`src/rtl/rv_ctrl_if.sv`:
```
// Handshake and control-bundle bus between IF/ID, the decode-control stage and EX.
// Master drives instructions, flush and EX backpressure; slave is the stage itself.
interface rv_ctrl_if #(
  parameter int ALU_OP_W = 2,
  parameter int REG_AW   = 5,
  parameter int CNT_W    = 16
);
  logic                in_valid;
  logic                in_ready;
  logic [31:0]         instr;
  logic                flush;
  logic                out_valid;
  logic                out_ready;
  logic                branch;
  logic                jump;
  logic                jalr;
  logic                mem_read;
  logic                mem_to_reg;
  logic                mem_write;
  logic                alu_src;
  logic                reg_write;
  logic                lui;
  logic                auipc;
  logic [ALU_OP_W-1:0] alu_op;
  logic [REG_AW-1:0]   rd;
  logic [REG_AW-1:0]   rs1;
  logic [REG_AW-1:0]   rs2;
  logic                illegal;
  logic                halted;
  logic [CNT_W-1:0]    stall_cnt;

  modport master (
    output in_valid, instr, flush, out_ready,
    input  in_ready, out_valid, branch, jump, jalr, mem_read, mem_to_reg,
           mem_write, alu_src, reg_write, lui, auipc, alu_op, rd, rs1, rs2,
           illegal, halted, stall_cnt
  );

  modport slave (
    input  in_valid, instr, flush, out_ready,
    output in_ready, out_valid, branch, jump, jalr, mem_read, mem_to_reg,
           mem_write, alu_src, reg_write, lui, auipc, alu_op, rd, rs1, rs2,
           illegal, halted, stall_cnt
  );
endinterface

```
`src/rtl/rv_ctrl_pipe.sv`:
```
// RV32I ID/EX decode-control stage: registered bundle, load-use interlock, RUN/HALT FSM, stall counter.
// Optional macro RV_CTRL_ILLEGAL_TRAP_EN: unknown opcodes raise illegal and halt instead of issuing a NOP.
module rv_ctrl_pipe #(
  parameter int ALU_OP_W = 2,
  parameter int REG_AW   = 5,
  parameter int CNT_W    = 16,
  parameter int LU_STALL = 1
) (
  input  logic        clk,
  input  logic        rst,
  rv_ctrl_if.slave    bus
);

  localparam logic [6:0] OP_R     = 7'b0110011;
  localparam logic [6:0] OP_IALU  = 7'b0010011;
  localparam logic [6:0] OP_LOAD  = 7'b0000011;
  localparam logic [6:0] OP_STORE = 7'b0100011;
  localparam logic [6:0] OP_BR    = 7'b1100011;
  localparam logic [6:0] OP_JAL   = 7'b1101111;
  localparam logic [6:0] OP_JALR  = 7'b1100111;
  localparam logic [6:0] OP_LUI   = 7'b0110111;
  localparam logic [6:0] OP_AUIPC = 7'b0010111;
  localparam logic [6:0] OP_SYS   = 7'b1110011;

  typedef enum logic [0:0] {ST_RUN = 1'b0, ST_HALT = 1'b1} state_t;

  state_t state_r, state_nx_s;

  logic                branch_s, jump_s, jalr_s, mem_read_s, mem_to_reg_s, mem_write_s;
  logic                alu_src_s, reg_write_s, lui_s, auipc_s, illegal_s, halt_req_s;
  logic                use_rd_s, use_rs1_s, use_rs2_s;
  logic [ALU_OP_W-1:0] alu_op_s;
  logic [REG_AW-1:0]   rd_s, rs1_s, rs2_s;
  logic                hazard_s, in_ready_s, accept_s, cnt_inc_s;

  logic                out_valid_r;
  logic                branch_r, jump_r, jalr_r, mem_read_r, mem_to_reg_r, mem_write_r;
  logic                alu_src_r, reg_write_r, lui_r, auipc_r, illegal_r;
  logic [ALU_OP_W-1:0] alu_op_r;
  logic [REG_AW-1:0]   rd_r, rs1_r, rs2_r;
  logic [CNT_W-1:0]    cnt_r;

  logic unused_instr_s;
  assign unused_instr_s = ^bus.instr;

  // Opcode decode into next-bundle controls and used register fields
  always_comb begin
    branch_s     = 1'b0;
    jump_s       = 1'b0;
    jalr_s       = 1'b0;
    mem_read_s   = 1'b0;
    mem_to_reg_s = 1'b0;
    mem_write_s  = 1'b0;
    alu_src_s    = 1'b0;
    reg_write_s  = 1'b0;
    lui_s        = 1'b0;
    auipc_s      = 1'b0;
    illegal_s    = 1'b0;
    halt_req_s   = 1'b0;
    use_rd_s     = 1'b0;
    use_rs1_s    = 1'b0;
    use_rs2_s    = 1'b0;
    alu_op_s     = {ALU_OP_W{1'b0}};
    case (bus.instr[6:0])
      OP_R: begin
        reg_write_s = 1'b1; alu_op_s = ALU_OP_W'(2'b10);
        use_rd_s = 1'b1; use_rs1_s = 1'b1; use_rs2_s = 1'b1;
      end
      OP_IALU: begin
        reg_write_s = 1'b1; alu_src_s = 1'b1; alu_op_s = ALU_OP_W'(2'b11);
        use_rd_s = 1'b1; use_rs1_s = 1'b1;
      end
      OP_LOAD: begin
        mem_read_s = 1'b1; mem_to_reg_s = 1'b1; reg_write_s = 1'b1; alu_src_s = 1'b1;
        use_rd_s = 1'b1; use_rs1_s = 1'b1;
      end
      OP_STORE: begin
        mem_write_s = 1'b1; alu_src_s = 1'b1;
        use_rs1_s = 1'b1; use_rs2_s = 1'b1;
      end
      OP_BR: begin
        branch_s = 1'b1; alu_op_s = ALU_OP_W'(2'b01);
        use_rs1_s = 1'b1; use_rs2_s = 1'b1;
      end
      OP_JAL: begin
        jump_s = 1'b1; reg_write_s = 1'b1; use_rd_s = 1'b1;
      end
      OP_JALR: begin
        jump_s = 1'b1; jalr_s = 1'b1; reg_write_s = 1'b1; alu_src_s = 1'b1;
        use_rd_s = 1'b1; use_rs1_s = 1'b1;
      end
      OP_LUI: begin
        lui_s = 1'b1; reg_write_s = 1'b1; alu_src_s = 1'b1; use_rd_s = 1'b1;
      end
      OP_AUIPC: begin
        auipc_s = 1'b1; reg_write_s = 1'b1; alu_src_s = 1'b1; use_rd_s = 1'b1;
      end
      OP_SYS: begin
        halt_req_s = 1'b1;
      end
      default: begin
`ifdef RV_CTRL_ILLEGAL_TRAP_EN
        illegal_s  = 1'b1;
        halt_req_s = 1'b1;
`else
        illegal_s  = 1'b0;
        halt_req_s = 1'b0;
`endif
      end
    endcase
    rd_s  = use_rd_s  ? bus.instr[7 +: REG_AW]  : {REG_AW{1'b0}};
    rs1_s = use_rs1_s ? bus.instr[15 +: REG_AW] : {REG_AW{1'b0}};
    rs2_s = use_rs2_s ? bus.instr[20 +: REG_AW] : {REG_AW{1'b0}};
  end

  // Unused rs fields are already zero, so a nonzero load rd can only match a real source
  always_comb begin
    hazard_s = (LU_STALL != 0) & out_valid_r & mem_read_r & (rd_r != {REG_AW{1'b0}}) &
               bus.in_valid & ((rd_r == rs1_s) | (rd_r == rs2_s));
    in_ready_s = ~rst & ~bus.flush & (state_r == ST_RUN) & ~hazard_s &
                 (~out_valid_r | bus.out_ready);
    accept_s   = bus.in_valid & in_ready_s;
    cnt_inc_s  = ~bus.flush & hazard_s & bus.out_ready & (cnt_r != {CNT_W{1'b1}});
  end

  // RUN/HALT next-state: flush always wins and returns to RUN
  always_comb begin
    state_nx_s = state_r;
    if (bus.flush) begin
      state_nx_s = ST_RUN;
    end else if (accept_s && halt_req_s) begin
      state_nx_s = ST_HALT;
    end else begin
      state_nx_s = state_r;
    end
  end

  // FSM state register
  always_ff @(posedge clk or posedge rst) begin
    if (rst) begin
      state_r <= ST_RUN;
    end else begin
      state_r <= state_nx_s;
    end
  end

  // ID/EX bundle register; flush only drops valid, fields keep their last values
  always_ff @(posedge clk or posedge rst) begin
    if (rst) begin
      out_valid_r  <= 1'b0;
      branch_r     <= 1'b0;
      jump_r       <= 1'b0;
      jalr_r       <= 1'b0;
      mem_read_r   <= 1'b0;
      mem_to_reg_r <= 1'b0;
      mem_write_r  <= 1'b0;
      alu_src_r    <= 1'b0;
      reg_write_r  <= 1'b0;
      lui_r        <= 1'b0;
      auipc_r      <= 1'b0;
      illegal_r    <= 1'b0;
      alu_op_r     <= {ALU_OP_W{1'b0}};
      rd_r         <= {REG_AW{1'b0}};
      rs1_r        <= {REG_AW{1'b0}};
      rs2_r        <= {REG_AW{1'b0}};
    end else if (bus.flush) begin
      out_valid_r  <= 1'b0;
    end else if (accept_s) begin
      out_valid_r  <= 1'b1;
      branch_r     <= branch_s;
      jump_r       <= jump_s;
      jalr_r       <= jalr_s;
      mem_read_r   <= mem_read_s;
      mem_to_reg_r <= mem_to_reg_s;
      mem_write_r  <= mem_write_s;
      alu_src_r    <= alu_src_s;
      reg_write_r  <= reg_write_s;
      lui_r        <= lui_s;
      auipc_r      <= auipc_s;
      illegal_r    <= illegal_s;
      alu_op_r     <= alu_op_s;
      rd_r         <= rd_s;
      rs1_r        <= rs1_s;
      rs2_r        <= rs2_s;
    end else if (bus.out_ready) begin
      out_valid_r  <= 1'b0;
    end
  end

  // Saturating load-use bubble counter
  always_ff @(posedge clk or posedge rst) begin
    if (rst) begin
      cnt_r <= {CNT_W{1'b0}};
    end else if (cnt_inc_s) begin
      cnt_r <= cnt_r + CNT_W'(1'b1);
    end
  end

  assign bus.in_ready   = in_ready_s;
  assign bus.out_valid  = out_valid_r;
  assign bus.branch     = branch_r;
  assign bus.jump       = jump_r;
  assign bus.jalr       = jalr_r;
  assign bus.mem_read   = mem_read_r;
  assign bus.mem_to_reg = mem_to_reg_r;
  assign bus.mem_write  = mem_write_r;
  assign bus.alu_src    = alu_src_r;
  assign bus.reg_write  = reg_write_r;
  assign bus.lui        = lui_r;
  assign bus.auipc      = auipc_r;
  assign bus.alu_op     = alu_op_r;
  assign bus.rd         = rd_r;
  assign bus.rs1        = rs1_r;
  assign bus.rs2        = rs2_r;
  assign bus.illegal    = illegal_r;
  assign bus.halted     = (state_r == ST_HALT);
  assign bus.stall_cnt  = cnt_r;

endmodule

```
`src/flat_wrapper.sv`:
```
// flat-port wrapper written by rule: the top's interface ports become plain ports
module rv_ctrl_pipe_flat 
#(
  parameter int ALU_OP_W = 2,
  parameter int REG_AW   = 5,
  parameter int CNT_W    = 16,
  parameter int LU_STALL = 1
)
  (clk, rst, bus_in_valid, bus_instr, bus_flush, bus_out_ready, bus_in_ready, bus_out_valid, bus_branch, bus_jump, bus_jalr, bus_mem_read, bus_mem_to_reg, bus_mem_write, bus_alu_src, bus_reg_write, bus_lui, bus_auipc, bus_alu_op, bus_rd, bus_rs1, bus_rs2, bus_illegal, bus_halted, bus_stall_cnt);
  rv_ctrl_if #(.ALU_OP_W(ALU_OP_W), .REG_AW(REG_AW), .CNT_W(CNT_W)) bus_i ();
  input  logic clk;
  input  logic rst;
  input wire logic [$bits(bus_i.in_valid)-1:0] bus_in_valid;
  input wire logic [$bits(bus_i.instr)-1:0] bus_instr;
  input wire logic [$bits(bus_i.flush)-1:0] bus_flush;
  input wire logic [$bits(bus_i.out_ready)-1:0] bus_out_ready;
  output wire logic [$bits(bus_i.in_ready)-1:0] bus_in_ready;
  output wire logic [$bits(bus_i.out_valid)-1:0] bus_out_valid;
  output wire logic [$bits(bus_i.branch)-1:0] bus_branch;
  output wire logic [$bits(bus_i.jump)-1:0] bus_jump;
  output wire logic [$bits(bus_i.jalr)-1:0] bus_jalr;
  output wire logic [$bits(bus_i.mem_read)-1:0] bus_mem_read;
  output wire logic [$bits(bus_i.mem_to_reg)-1:0] bus_mem_to_reg;
  output wire logic [$bits(bus_i.mem_write)-1:0] bus_mem_write;
  output wire logic [$bits(bus_i.alu_src)-1:0] bus_alu_src;
  output wire logic [$bits(bus_i.reg_write)-1:0] bus_reg_write;
  output wire logic [$bits(bus_i.lui)-1:0] bus_lui;
  output wire logic [$bits(bus_i.auipc)-1:0] bus_auipc;
  output wire logic [$bits(bus_i.alu_op)-1:0] bus_alu_op;
  output wire logic [$bits(bus_i.rd)-1:0] bus_rd;
  output wire logic [$bits(bus_i.rs1)-1:0] bus_rs1;
  output wire logic [$bits(bus_i.rs2)-1:0] bus_rs2;
  output wire logic [$bits(bus_i.illegal)-1:0] bus_illegal;
  output wire logic [$bits(bus_i.halted)-1:0] bus_halted;
  output wire logic [$bits(bus_i.stall_cnt)-1:0] bus_stall_cnt;
  assign bus_i.in_valid = bus_in_valid;
  assign bus_i.instr = bus_instr;
  assign bus_i.flush = bus_flush;
  assign bus_i.out_ready = bus_out_ready;
  assign bus_in_ready = bus_i.in_ready;
  assign bus_out_valid = bus_i.out_valid;
  assign bus_branch = bus_i.branch;
  assign bus_jump = bus_i.jump;
  assign bus_jalr = bus_i.jalr;
  assign bus_mem_read = bus_i.mem_read;
  assign bus_mem_to_reg = bus_i.mem_to_reg;
  assign bus_mem_write = bus_i.mem_write;
  assign bus_alu_src = bus_i.alu_src;
  assign bus_reg_write = bus_i.reg_write;
  assign bus_lui = bus_i.lui;
  assign bus_auipc = bus_i.auipc;
  assign bus_alu_op = bus_i.alu_op;
  assign bus_rd = bus_i.rd;
  assign bus_rs1 = bus_i.rs1;
  assign bus_rs2 = bus_i.rs2;
  assign bus_illegal = bus_i.illegal;
  assign bus_halted = bus_i.halted;
  assign bus_stall_cnt = bus_i.stall_cnt;
  rv_ctrl_pipe #(.ALU_OP_W(ALU_OP_W), .REG_AW(REG_AW), .CNT_W(CNT_W), .LU_STALL(LU_STALL)) u_core (.clk(clk), .rst(rst), .bus(bus_i));
endmodule
```
`config.mk`:
```
export PLATFORM = sky130hd
export DESIGN_NAME = rv_ctrl_pipe_flat
export DESIGN_NICKNAME = d
export VERILOG_FILES = /design/src/rtl/rv_ctrl_if.sv /design/src/rtl/rv_ctrl_pipe.sv /design/src/flat_wrapper.sv
export SDC_FILE = /design/constraint.sdc
export NUM_CORES = 1
export LEC_CHECK = 0
export CORE_ASPECT_RATIO = 0.7
export CORE_MARGIN = 4
export CORE_UTILIZATION = 46
export DETAILED_ROUTE_END_ITERATION = 8
export PLACE_DENSITY = 0.8
export SYNTH_ARGS = -nofsm -noshare
export SYNTH_HDL_FRONTEND = slang
export SYNTH_SLANG_ARGS = --single-unit
```
`constraint.sdc`:
```
create_clock -name clk -period 3.1 [get_ports clk]
set_input_delay 0.62 -clock clk [delete_from_list [all_inputs] [get_ports clk]]
set_output_delay 0.62 -clock clk [all_outputs]
set_load 0.01 [all_outputs]
```
==> impl_metrics.xml, run 1 <==
<?xml version="1.0" encoding="UTF-8"?>
<metrics>
  <group name="run_status">
    <metric name="outcome" unit="">finished, final reports clean</metric>
  </group>
  <group name="clock_network">
    <metric name="clk_path_buf_depth" unit="">2</metric>
    <metric name="cts_tree" unit="">built</metric>
    <metric name="cts.sinks" unit="">44</metric>
    <metric name="cts_root_buffer" unit="">clkbuf_8</metric>
    <metric name="path_clk_slew" unit="ns">0.09</metric>
    <metric name="postCtsHoldBufs" unit="">0</metric>
    <metric name="cts-htree-levels" unit="">2</metric>
    <metric name="worst_skew_pair.late_latency" unit="ns">0.29</metric>
    <metric name="cts_inserted_buffers" unit="">5</metric>
  </group>
  <group name="floorplanning">
    <metric name="die_w" unit="um">97.64</metric>
    <metric name="io-pin-count" unit="">84</metric>
    <metric name="floorplan.initialDensity" unit="%">48.45</metric>
    <metric name="fp.dieArea" unit="um2">6908</metric>
    <metric name="placeableCoreArea" unit="um2">5340</metric>
    <metric name="placement_rows" unit="">22</metric>
    <metric name="die_outline_height" unit="um">70.75</metric>
  </group>
  <group name="timing">
    <metric name="setup_ws" unit="ns">0.1300</metric>
    <metric name="timing.fmax" unit="MHz">336.7</metric>
    <metric name="grt_setup_unrepaired" unit="">false</metric>
    <metric name="timing.final.max_slew_violations" unit="">0</metric>
    <metric name="clock-skew-final" unit="ns">0.01008</metric>
    <metric name="hold_viol" unit="">0</metric>
    <metric name="final.min_clock_period" unit="ns">2.970</metric>
    <metric name="fin_worst_hold_slack" unit="ns">0.4959</metric>
    <metric name="timing.final.setup_violations" unit="">0</metric>
    <metric name="tightest_slew" unit="ns">0.6626</metric>
    <metric name="slew-limit-headroom" unit="%">55.83</metric>
    <metric name="final_clock_period_utilization_by_the_worst_path" unit="%">95.81</metric>
  </group>
  <group name="synth">
    <metric name="post_synth_main_area_contributors" unit="">dfrtp_1 43%, xnor2_1 4.7%, nand2_1 4.6%</metric>
    <metric name="postSynth.asyncResetShare" unit="%">100.0</metric>
    <metric name="ys_warn_count" unit="">0</metric>
    <metric name="synth_area_per_inst" unit="um2">9.876</metric>
    <metric name="post_syn_instances" unit="">262</metric>
    <metric name="syn_nets" unit="">300</metric>
    <metric name="synth_seq_area_share" unit="%">42.55</metric>
    <metric name="netlist_area" unit="um2">2587</metric>
    <metric name="synth_ff_type" unit="">dfrtp_1</metric>
    <metric name="synth-edff-count" unit="">0</metric>
    <metric name="ys_types" unit="">59</metric>
    <metric name="post-synth-top-area-fraction" unit="%">42.55</metric>
    <metric name="ys_seq_elements" unit="">44</metric>
    <metric name="synth_top_cell_by_area" unit="">dfrtp_1</metric>
  </group>
  <group name="critical_path">
    <metric name="timing.critical_path.mode_cell" unit="">a21oi_2</metric>
    <metric name="critPathCaptureType" unit="">primary output</metric>
    <metric name="startpoint_type" unit="">input port</metric>
    <metric name="crit_path_max_incr_delay" unit="ns">0.46</metric>
    <metric name="cp_num_buf_inv" unit="">3</metric>
    <metric name="critical-path-top-delay-family" unit="">buffers and inverters</metric>
    <metric name="cp.arrival" unit="ns">2.35</metric>
    <metric name="critical_path_cell_count" unit="">9</metric>
    <metric name="crit_path_cell_trace" unit="">clkdlybuf4s50_1, or2_1, a21oi_2, buf_4, a21oi_2, o21a_4, o2bb2ai_4, nor2_1, clkbuf_2</metric>
    <metric name="reg2regPathDepth" unit="">9</metric>
    <metric name="worstPathRequired" unit="ns">2.48</metric>
    <metric name="timing.critical_path.fanout_max" unit="">8</metric>
    <metric name="crit_type" unit="">in -&gt; out</metric>
    <metric name="critPathSlowestCell" unit="">clkdlybuf4s50_1</metric>
  </group>
  <group name="finish">
    <metric name="final_cell_mix" unit="">70 x clkdlybuf4s50_1, 44 x dfrtp_1, 32 x nand2_1</metric>
    <metric name="ant_diodes" unit="">0</metric>
    <metric name="filler_cell_count" unit="">429</metric>
    <metric name="finish.utilization" unit="%">67.57</metric>
    <metric name="area.sequential" unit="um2">1101</metric>
    <metric name="layout_commonest_cell" unit="">clkdlybuf4s50_1</metric>
    <metric name="final_nets" unit="">389</metric>
    <metric name="multi_input_comb_area" unit="um2">1344</metric>
    <metric name="final_cell_count_no_fill" unit="">424</metric>
    <metric name="final_layout_size_suffix_gt1_share" unit="%">18.75</metric>
    <metric name="area_growth" unit="%">39.46</metric>
  </group>
  <group name="placed_design">
    <metric name="hpwl" unit="mm">4.974</metric>
    <metric name="preCtsSetupSlack" unit="ns">-0.3099</metric>
    <metric name="placement.io_buffers" unit="">72</metric>
    <metric name="gp_routability_congestion" unit="">0.8753</metric>
    <metric name="post-place-cells" unit="">415</metric>
  </group>
  <group name="global_routing">
    <metric name="global_route_wire_length_before_repair" unit="mm">10.92</metric>
    <metric name="maximum_number_of_pins_on_one_net_before_global_route_repair" unit="">49</metric>
    <metric name="grt_overflow_total" unit="">0</metric>
    <metric name="vias_in_the_first_global_route" unit="">2224</metric>
    <metric name="antenna_found_initial" unit="">0</metric>
    <metric name="grtUsageTotal" unit="%">19.34</metric>
  </group>
  <group name="drt">
    <metric name="drt_wl_total" unit="mm">6.600</metric>
    <metric name="routed-via-count" unit="">2333</metric>
    <metric name="drt_first_iter_violations" unit="">72</metric>
    <metric name="ant_nets" unit="">0</metric>
    <metric name="remaining_drc_errors" unit="">0</metric>
    <metric name="avgViaCountPerCell" unit="">5.502</metric>
    <metric name="firstDrtPassIters" unit="">4</metric>
    <metric name="post_drt_wl_per_cell" unit="um">15.57</metric>
  </group>
  <group name="pwr">
    <metric name="worst_ir_drop_vdd" unit="V">0.0001807</metric>
    <metric name="p_leak" unit="nW">1.498</metric>
    <metric name="power.density_cell_area" unit="nW/um2">342.7</metric>
    <metric name="total_power" unit="W">0.001237</metric>
  </group>
  <group name="flow_run">
    <metric name="drv.max_cap_violation_count" unit="">0</metric>
  </group>
  <group name="min_path">
    <metric name="hold_class" unit="">reg -&gt; reg</metric>
    <metric name="hold_path_depth" unit="">2</metric>
  </group>
</metrics>
-- cell families after synthesis --
family / synth area share (%)
muxes: 2.321
adders and majority gates: 0.4835
xor gates and xnor gates: 6.770
buffers and inverters: 5.512
other: 0.1449
DFF: 42.55
and+or+nand+nor: 20.89
AOI/OAI and AO/OA: 21.32
-- per-layer routing --
metal	track usage (%)	part of all wire, %	vias to the layer above
met5	0	0	-
met4	3.226	0.27	0
met3	5.123	6.8	2
met2	29.31	45	70
met1	28.37	48	1129
li1	-	-	1132
-- state kept, by name (all words and copies together), names as in the netlist --
| register | flops |
|---|---|
| u_core.bus.halted | 1 |
| u_core.bus.out_valid | 1 |
| u_core.bus.rs1 | 5 |
| u_core.bus.rs2 | 5 |
| u_core.bus.jump | 1 |
| u_core.bus.mem_read | 1 |
| u_core.bus.auipc | 1 |
| u_core.bus.reg_write | 1 |
| u_core.bus.jalr | 1 |
| u_core.bus.alu_op | 2 |
| u_core.bus.branch | 1 |
| u_core.bus.rd | 5 |
| u_core.bus.mem_write | 1 |
| u_core.bus.stall_cnt | 16 |
| u_core.bus.lui | 1 |
| u_core.bus.alu_src | 1 |
-- worst paths after layout --
check	to	slack, ns	start
max	bus_in_ready	0.13	bus_instr[2]
min	u_core.bus.jalr	0.50	u_core.bus.jalr
max reg2reg	u_core.bus.out_valid	0.68	u_core.bus.rd[2]
min reg2reg	u_core.bus.jalr	0.50	u_core.bus.jalr
max in group asynchronous	u_core.bus.rs2[3]	2.06	rst
min in group asynchronous	u_core.bus.stall_cnt[6]	0.72	rst
-- stage by stage --
step / area [um2] / setup TNS [ns]
after global routing: 3608 / 0
after detailed placement: 3481 / -0.9141
after global placement: 3481 / -0.7313
after floorplan: 2587 / 0
after CTS: 3613 / 0
final: 3608 / 0
-- Yosys cell counts, types with 2 or more instances --
| cell type | instances |
|---|---|
| a31o_2 | 3 |
| and3_1 | 2 |
| a211o_1 | 2 |
| a31oi_1 | 2 |
| nor4bb_1 | 2 |
| nor2_1 | 16 |
| nand3b_1 | 4 |
| nor4_1 | 4 |
| xnor2_1 | 14 |
| clkbuf_1 | 6 |
| nand2b_1 | 2 |
| inv_1 | 8 |
| nor3_1 | 8 |
| o21ai_1 | 4 |
| dfrtp_1 | 44 |
| a21oi_1 | 3 |
| xor2_1 | 6 |
| buf_2 | 3 |
| nand2_1 | 32 |
| buf_4 | 4 |
| o21a_1 | 3 |
| o21ai_0 | 17 |
| buf_6 | 4 |
| a21o_1 | 2 |
| or2_2 | 2 |
| a21oi_2 | 2 |
| mux2_2 | 4 |
| o31ai_2 | 4 |
| nand4_1 | 5 |
| o41ai_1 | 4 |
| o22ai_1 | 2 |
| nand3_1 | 7 |
| o31ai_1 | 11 |
-- final cells by class --
cell class / instances / share of cell area [%]
repair buffers: 99 / 25.42
inverters: 8 / 0.8322
multi-input cells: 193 / 37.24
well taps: 72 / 2.497
clock buffers: 7 / 2.670
flip-flops and latches: 44 / 30.51
clock inverters: 1 / 0.8322
-- power breakdown --
| part | switching, W | internal [W] |
|---|---|---|
| Combinational | 0.0000783 | 0.0000902 |
| Sequential | 0.00000920 | 0.000582 |
| Clock | 0.000193 | 0.000284 |
| Total | 0.000280 | 0.000956 |
-- tightest hold or removal path, cell delays in order (launching register included) --
cell,delay (ns)
dfrtp_1,0.35
o21ai_1,0.06
o41ai_1,0.05
-- what timing repair did --
item / CTS / global route
setup buffers: 1 / 0
resized for setup: 3 / 1
setup endpoints to repair: 1 / 1
pin swaps: 1 / 0
Power figures use the tool's default switching activity.
==> inputs of run 2 (changes only) <==
TNS_END_PERCENT = 20   (was default)
==> results of run 2 <==
The final DEF is identical to that of run 1; final timing and power are the same.
==> inputs of run 3 (changes only) <==
CAP_MARGIN = 10   (was default)
==> results of run 3 <==
The final DEF is identical to that of run 1; final timing and power are the same.
